==> config.mk <==
export PLATFORM = sky130hd
export DESIGN_NAME = lcd_bus_arbiter
export DESIGN_NICKNAME = d
export VERILOG_FILES = /design/src/rtl/lcd_pkg.sv /design/src/rtl/lcd_rr_pick.sv /design/src/rtl/lcd_bus_arbiter.sv
export SDC_FILE = /design/constraint.sdc
export NUM_CORES = 1
export LEC_CHECK = 0
export BUFFER_PORTS_ARGS = -buffer_cell sky130_fd_sc_hd__buf_4
export CAP_MARGIN = 20
export CORE_MARGIN = 2
export CORE_UTILIZATION = 56
export DETAILED_ROUTE_END_ITERATION = 10
export PLACE_DENSITY = 0.85
export SLEW_MARGIN = 40
export SYNTH_ARGS = -nofsm -noshare
export SYNTH_HDL_FRONTEND = slang
export SYNTH_HIERARCHICAL = 1
export SYNTH_SLANG_ARGS = --single-unit
==> constraint.sdc <==
create_clock -name clk2 -period 3.2 [get_ports clk2]
set_input_delay 0.16 -clock clk2 [delete_from_list [all_inputs] [get_ports clk2]]
set_output_delay 0.16 -clock clk2 [all_outputs]
set_load 0.02 [all_outputs]
==> src/rtl/lcd_pkg.sv <==
// Shared HD44780 definitions: opcodes, controller state encoding and the
// power-up init ROM used by the LCD bus arbiter and its wrappers.
package lcd_pkg;

    localparam logic [7:0] CMD_CLEAR     = 8'h01;
    localparam logic [7:0] CMD_HOME      = 8'h02;
    localparam logic [7:0] CMD_ENTRY     = 8'h06;
    localparam logic [7:0] CMD_DISP_ON   = 8'h0C;
    localparam logic [7:0] CMD_FSET_8B2L = 8'h38;
    localparam logic [7:0] CMD_SET_DDRAM = 8'h80;

    typedef enum logic [2:0] {
        ST_INIT_WAIT,
        ST_INIT_ISSUE,
        ST_IDLE,
        ST_SETUP,
        ST_PULSE,
        ST_HOLD,
        ST_WAIT
    } lcd_state_t;

    localparam int INIT_LEN = 5;
    localparam logic [7:0] INIT_ROM [INIT_LEN] = '{
        CMD_FSET_8B2L, CMD_FSET_8B2L, CMD_DISP_ON, CMD_ENTRY, CMD_CLEAR
    };

    // Clear and both home encodings (0x02/0x03) need the long execution time.
    function automatic logic is_long_cmd(input logic rs, input logic [7:0] db);
        return !rs && (db == CMD_CLEAR || db == CMD_HOME || db == 8'h03);
    endfunction

endpackage

==> src/rtl/lcd_rr_pick.sv <==
// Combinational round-robin selector: searches upward from last+1, or
// restricts the choice to the locked owner when lock_owner is set.
module lcd_rr_pick #(
    parameter  int NREQ  = 3,
    localparam int IDX_W = $clog2(NREQ)
) (
    input  logic [NREQ-1:0]  req,
    input  logic [IDX_W-1:0] last,
    input  logic             lock_owner,
    output logic [NREQ-1:0]  pick,
    output logic [IDX_W-1:0] pick_idx,
    output logic             valid
);

    logic [IDX_W-1:0] cand;

    always_comb begin
        pick     = '0;
        pick_idx = last;
        valid    = 1'b0;
        cand     = last;
        if (lock_owner) begin
            valid = req[last];
        end else begin
            for (int i = 0; i < NREQ; i++) begin
                cand = (cand == IDX_W'(NREQ - 1)) ? '0 : cand + 1'b1;
                if (!valid && req[cand]) begin
                    valid    = 1'b1;
                    pick_idx = cand;
                end
            end
        end
        if (valid) pick[pick_idx] = 1'b1;
    end

endmodule

==> src/rtl/lcd_bus_arbiter.sv <==
// Shares one write-only HD44780 panel between NREQ command sources: runs the
// power-up init, then arbitrates round-robin with optional per-owner lock.
module lcd_bus_arbiter
    import lcd_pkg::*;
#(
    parameter int NREQ    = 3,
    parameter int T_SETUP = 2,
    parameter int T_EN    = 12,
    parameter int T_HOLD  = 2,
    parameter int T_SHORT = 2000,
    parameter int T_LONG  = 80000,
    parameter int T_PWRUP = 300000,
    parameter int CNT_W   = 19
) (
    input  logic              clk2,
    input  logic              rst,
    input  logic [NREQ-1:0]   req,
    input  logic [NREQ-1:0]   lock,
    input  logic [NREQ-1:0]   rs,
    input  logic [8*NREQ-1:0] data,
    output logic [NREQ-1:0]   ack,
    output logic [NREQ-1:0]   grant,
    output logic              busy,
    output logic              lcd_rs,
    output logic              lcd_rw,
    output logic              lcd_e,
    output logic [7:0]        lcd_db
);

    localparam int IDX_W = $clog2(NREQ);
    localparam int IW    = $clog2(INIT_LEN);

    lcd_state_t       state;
    logic [CNT_W-1:0] cnt;
    logic [IDX_W-1:0] last;
    logic [IW-1:0]    init_idx;
    logic             init_done;
    logic             lock_hold;
    logic [NREQ-1:0]  pick;
    logic [IDX_W-1:0] pick_idx;
    logic             pick_valid;
    logic             sel_rs;
    logic [7:0]       sel_db;
    logic             cnt_zero;

    lcd_rr_pick #(.NREQ(NREQ)) u_pick (
        .req        (req),
        .last       (last),
        .lock_owner (lock_hold),
        .pick       (pick),
        .pick_idx   (pick_idx),
        .valid      (pick_valid)
    );

    always_comb begin
        sel_rs = 1'b0;
        sel_db = '0;
        for (int k = 0; k < NREQ; k++) begin
            if (pick[k]) begin
                sel_rs = rs[k];
                sel_db = data[8*k +: 8];
            end
        end
    end

    assign cnt_zero = (cnt == '0);
    assign ack      = (state == ST_IDLE && !rst && pick_valid) ? pick : '0;
    assign busy     = (state != ST_IDLE) || (|ack);
    assign lcd_rw   = 1'b0;

    // Every timed state is entered with its count minus one and leaves at zero.
    always_ff @(posedge clk2) begin
        if (rst) begin
            state     <= ST_INIT_WAIT;
            cnt       <= CNT_W'(T_PWRUP - 1);
            last      <= IDX_W'(NREQ - 1);
            init_idx  <= '0;
            init_done <= 1'b0;
            lock_hold <= 1'b0;
            grant     <= '0;
            lcd_e     <= 1'b0;
            lcd_rs    <= 1'b0;
            lcd_db    <= '0;
        end else begin
            if (!cnt_zero) cnt <= cnt - 1'b1;
            unique case (state)
                ST_INIT_WAIT: if (cnt_zero) state <= ST_INIT_ISSUE;
                ST_INIT_ISSUE: begin
                    lcd_rs <= 1'b0;
                    lcd_db <= INIT_ROM[init_idx];
                    cnt    <= CNT_W'(T_SETUP - 1);
                    state  <= ST_SETUP;
                end
                ST_IDLE: if (pick_valid) begin
                    lcd_rs    <= sel_rs;
                    lcd_db    <= sel_db;
                    grant     <= pick;
                    last      <= pick_idx;
                    lock_hold <= |(lock & pick);
                    cnt       <= CNT_W'(T_SETUP - 1);
                    state     <= ST_SETUP;
                end
                ST_SETUP: if (cnt_zero) begin
                    lcd_e <= 1'b1;
                    cnt   <= CNT_W'(T_EN - 1);
                    state <= ST_PULSE;
                end
                ST_PULSE: if (cnt_zero) begin
                    lcd_e <= 1'b0;
                    cnt   <= CNT_W'(T_HOLD - 1);
                    state <= ST_HOLD;
                end
                ST_HOLD: if (cnt_zero) begin
                    cnt   <= is_long_cmd(lcd_rs, lcd_db) ? CNT_W'(T_LONG - 1) : CNT_W'(T_SHORT - 1);
                    state <= ST_WAIT;
                end
                ST_WAIT: if (cnt_zero) begin
                    if (init_done) begin
                        state <= ST_IDLE;
                    end else if (init_idx == IW'(INIT_LEN - 1)) begin
                        init_done <= 1'b1;
                        state     <= ST_IDLE;
                    end else begin
                        init_idx <= init_idx + 1'b1;
                        state    <= ST_INIT_ISSUE;
                    end
                end
                default: state <= ST_INIT_WAIT;
            endcase
        end
    end

endmodule

## Yosys cells after proc, flatten, opt, wreduce, memory -nomap -nowiden

Memories as Yosys holds them, arrays and structs flattened.
Cells that the tools add are included.

| storage, ports and cells | value |
|---|---|
| register bits after elaboration | 42 |
| ROM bits | 64 |
| input bits | 35 |
| output and inout port bits | 18 |
| word-level logic and storage cells | 130 |
| memories | 1 |

| operators by class | value |
|---|---|
| add/subtract/negate cells | 5 |
| magnitude comparators | 7 |
| equal/unequal tests | 20 |
| multiplexer cells | 58 |
| bitwise gates (word level) | 4 |
| reduce and logical (&&, ||, !) cells | 25 |

Memories:

| memory | words | width | read ports | clocked after Yosys merged registers in | wr ports | line | text |
|---|---|---|---|---|---|---|---|
| (name not given) | 8 | 8 | 1 | 0 | 0 | lcd_bus_arbiter.sv:90 | `lcd_db <= INIT_ROM[init_idx];` |

Operators by type and width:

| kind | number |
|---|---|
| $mux W19 | 5 |
| $pmux W19 S5 | 1 |
| $mux W8 | 6 |
| $mux W3 | 8 |
| $pmux W3 S7 | 1 |
| $logic_not A19 Y1 | 1 |
| $mux W1 | 19 |
| $sub A19 B1 Y19 const B | 1 |
| $mux W2 | 9 |
| $mux W17 | 1 |
| $eq A8 B2 Y1 const B | 2 |
| $pmux W8 S2 | 1 |
| $lt A2 B3 Y1 const B | 5 |
| $eq A3 B3 Y1 const B | 4 |
| $ne A2 B2 Y1 const B | 6 |
| $bmux W1 S2 | 4 |
| $eq A8 B1 Y1 const B | 1 |
| $add A2 B1 Y2 const B | 3 |
| $eq A2 B2 Y1 const B | 3 |
| $eq A3 B2 Y1 const B | 2 |
| $logic_and A1 B1 Y1 | 6 |
| $reduce_and A2 Y1 | 3 |
| $reduce_and A6 Y1 | 1 |
| $reduce_or A3 Y1 | 2 |
| other kinds (16) | 24 |

## Longest topological paths before layout

| depth | value |
|---|---|
| word-level depth | 24 |
| gate-level depth with buffers | 11 |
| depth with buffers taken out | 10 |

## By module

The synthesis kept the hierarchy.

By module, submodules not included:

| module | times used | cells an instance | area an instance (um^2) |
|---|---|---|---|
| lcd_bus_arbiter | 1 | 327 | 2,555.0 |
| lcd_rr_pick | 1 | 34 | 215.2 |

## Worst setup path before layout

OpenSTA, ideal clock, no wires.

| timing | value |
|---|---|
| path type | register to register |
| start | register cnt[1] |
| end | register cnt[0] |
| library setup time | 0.121 ns |
| arrival | 2.257 ns |
| data required time | 3.079 ns |
| setup slack | 0.822 ns |
| stages on the path, launching flop included | 12 |
| buffers on the path | 1 |
| cell sequence | dfxtp_1 -> inv_1 -> ha_1 -> or4b_1 -> clkbuf_1 -> nor2_2 -> inv_1 -> ha_1 -> a21oi_1 -> o21ai_0 -> a221oi_1 -> nand2_1 |

| between the ends | value |
|---|---|
| longest elaborated chain between the ends | 4 |

RTL lines:

| what | line | text |
|---|---|---|
| start, declared | lcd_bus_arbiter.sv:34 | `logic [CNT_W-1:0] cnt;` |
| start signal, assigned | lcd_bus_arbiter.sv:75 | `cnt <= CNT_W'(T_PWRUP - 1);` |
| start signal, assigned | lcd_bus_arbiter.sv:85 | `if (!cnt_zero) cnt <= cnt - 1'b1;` |
| start signal, assigned | lcd_bus_arbiter.sv:91 | `cnt <= CNT_W'(T_SETUP - 1);` |
| $logic_not A19 Y1 (*) | lcd_bus_arbiter.sv:66 | `assign cnt_zero = (cnt == '0);` |
| $mux W19 | lcd_bus_arbiter.sv:85 |  |
| $mux W19 (on tied branches) | -- |  |
| $pmux W19 S5 (*) | lcd_bus_arbiter.sv:86 | `unique case (state)` |

Every way passes the cells marked *; elsewhere a longest branch is shown, timed or not.
A chain may end at the register's enable or synchronous reset.

## Final worst setup path

Ends and elaborated chain as after synthesis.

==> results.sh <==
export IMPL_grt_pass1_wl_um=12600
export IMPL_synth_area_mux_share_pct=1.08
export IMPL_crit_type="register to register"
export IMPL_cts_buffers=5
export IMPL_outcome="finished clean"
export IMPL_nets=442
export IMPL_io_buffers=51
export IMPL_syn_avg_cell_area_um2=7.67
export IMPL_finalMaxSlewViolations=0
export IMPL_synth_seq_area_share_pct=30.4
export IMPL_antenna_found_initial=0
export IMPL_core_area_mm2=0.00475
export IMPL_synthTopCellsByArea="dfxtp_1 (30%), nand2_1 (5.4%), nor2_1 (4.9%), o21ai_0 (4.5%), a21oi_1 (4.3%)"
export IMPL_ant_nets=0
export IMPL_rsz0062_at_grt="no"
export IMPL_wl_per_cell_um=16.2
export IMPL_rows=25
export IMPL_drc=0
export IMPL_yosysWarnings=6
export IMPL_synth_compound_area_share_pct=24.6
export IMPL_cp_slowest_stage_delay_ns=0.58
export IMPL_yosysMostFrequentCell="dfxtp_1"
export IMPL_whs_path_depth=5
export IMPL_sequentialPowerShare_pct=47.7
export IMPL_io_pins=53
export IMPL_finalClockSkew_ns=0.0143
export IMPL_cts_sinks=42
export IMPL_leakage_uw=0.00123
export IMPL_yosys_area_share_adder_pct=3.16
export IMPL_cts_hold_buf=0
export IMPL_clk_pin_slew_ns=0.09
export IMPL_die_w_um=74.3
export IMPL_start_util_pct=58.3
export IMPL_synth_area_leader_cell="dfxtp_1"
export IMPL_intPower_uw=881
export IMPL_cts_root_buffer="clkbuf_8"
export IMPL_htree_levels=2
export IMPL_power_frac_comb_pct=24.6
export IMPL_vias=2909
export IMPL_endpoint_kind="register"
export IMPL_finalCritPeriodShare_pct=83.0
export IMPL_critPathBufInv=2
export IMPL_worst_slew_pin_slew_ns=0.707
export IMPL_r2r_cells=10
export IMPL_grt_usage_pct=29.1
export IMPL_hold_viol=0
export IMPL_switchingPower_uw=431
export IMPL_ctsLongestPathBuffers=2
export IMPL_place_gp_congestion=0.920
export IMPL_sw_frac_of_total_pct=32.9
export IMPL_firstDrtPassIters=5
export IMPL_drive_above_1_share_pct=20.7
export IMPL_grt_overflow=0
export IMPL_critPathRequiredTime_ns=3.38
export IMPL_clock_latency_ns=0.30
export IMPL_cts_resized=0
export IMPL_antenna_cells=0
export IMPL_fillers=397
export IMPL_synth_edf_count=0
export IMPL_fin_util_pct=68.3
export IMPL_cts_tree="yes"
export IMPL_synth_top_flop_cell="dfxtp_1"
export IMPL_setup_viol=0
export IMPL_hp_class="input pin to register"
export IMPL_synth_simple_area_share_pct=29.8
export IMPL_clock_fmax_ghz=0.376
export IMPL_fin_crit_ns=2.66
export IMPL_syn_to_final_growth_pct=17.3
export IMPL_die_h_um=74.3
export IMPL_vias_per_cell=6.22
export IMPL_max_slew_margin_pct=52.7
export IMPL_synth_top_family_by_area="simple AND/OR/NAND/NOR gates"
export IMPL_grt_pass1_vias=2534
export IMPL_arrival_ns=2.84
export IMPL_crit_fanout=7
export IMPL_cts_setup_buffers=0
export IMPL_power_share_clock_pct=27.6
export IMPL_first_iter_violations=371
export IMPL_start_kind="register"
export IMPL_seq_area_um2=841
export IMPL_yosys_area_top_type_share_pct=30.4
export IMPL_crit_path_top_delay_cell="or4b_1"
export IMPL_cap_violations=0
export IMPL_crit_chain="inv_1, ha_1, or4b_1, nor2_2, inv_1, ha_1, a21oi_1, o21ai_0, a221oi_1, nand2_1"
export IMPL_syn_cell_area_mm2=0.00277
export IMPL_cp_depth=10
export IMPL_grt_max_degree=33
export IMPL_synth_xor_area_share_pct=4.74
export IMPL_syn_inst=361
export IMPL_detailed_place_hpwl_um=5540
export IMPL_synth_ff_latch_count=42
export IMPL_die_area_mm2=0.00552
export IMPL_multiInputGateArea_mm2=0.00176
export IMPL_peakVddDrop_mv=0.241
export IMPL_async_reset_ff_share_pct=0
export IMPL_tns_ns=0
export IMPL_syn_nets=403
export IMPL_drt_wl_total_um=7570
export IMPL_power_total_uw=1310
export IMPL_power_density_mw_per_mm2=404
export IMPL_synthDistinctLibCells=61
export IMPL_synth_top_cells_by_count="dfxtp_1 (42), nand2_1 (40), nor2_1 (36)"
export IMPL_crit_family="simple AND/OR/NAND/NOR gates"
## kinds of logic (layout without fill, tap and decap cells)
family / after synthesis / after routing
simple gates: 150 / 150
compound gates: 105 / 105
flops: 42 / 42
buf+inv: 38 / 78
xor+xnor: 15 / 15
fa+ha+maj: 7 / 7
mux: 3 / 3
other cells: 1 / 1
## flip-flops by register name (all words and copies together) (netlist names)
signal     cells
grant          3
init_done      1
init_idx       3
last           2
lcd_db         8
cnt           19
lock_hold      1
lcd_e          1
lcd_rs         1
state          3
## per-layer routing
layer / up-vias / GRT usage [%] / share of wire, %
li1: 1395 / - / -
met1: 1376 / 42.2 / 45
met2: 125 / 45.0 / 47
met3: 13 / 3.79 / 6.1
met4: 0 / 9.13 / 1.7
met5: - / 0 / 0
## area by class of cell
type / instances / share of cell area [%]
Sequential cell: 42 / 25.9
Clock buffer: 7 / 2.66
Inverter: 14 / 1.62
Clock inverter: 1 / 0.154
Multi-Input combinational cell: 281 / 54.2
Timing Repair Buffer: 56 / 12.9
Tap cell: 67 / 2.58
## path summary, 6_finish.rpt
kind                            startpoint        end  slack, ns
worst min-delay path              data[23]  lcd_db[7]       0.22
worst max-delay path                cnt[1]     cnt[0]       0.54
worst min register to register    grant[0]   grant[0]       0.46
worst max register to register      cnt[1]     cnt[0]       0.54
## worst min-delay path, delay by kind of cell
kind | cells | cell delay, ns
buf+inv | 1 | 0.08
compound gates | 2 | 0.13
simple gates | 2 | 0.12
## placed cells by master (no fill, tap or decap), drive strengths merged, types with 13 or more instances in the layout
cell type and count:
nor3 13, inv 14, nand3 13, buf 56, nand2 40, o21ai 29, dfxtp 42, nor2 37
a21oi 24
## through the flow
step	area (µm²)	setup slack, ns	hold slack, ns	cells
2_1_floorplan	2770	0.822	0.327	361
3_3_place_gp	3160	0.750	0.446	460
3_5_place_dp	3160	0.622	0.450	460
4_1_cts	3250	0.585	0.214	468
5_1_grt	3250	0.408	0.258	468
6_report	3250	0.543	0.216	468
## power groups by stage
stage / Sequential [µW] / Combinational (µW) / Clock, µW
2_1_floorplan: 628 / 216 / 0
3_3_place_gp: 633 / 312 / 0
3_5_place_dp: 637 / 316 / 0
4_1_cts: 625 / 319 / 360
5_1_grt: 633 / 353 / 383
6_report: 626 / 323 / 362
(Power assumes the default switching activity.)
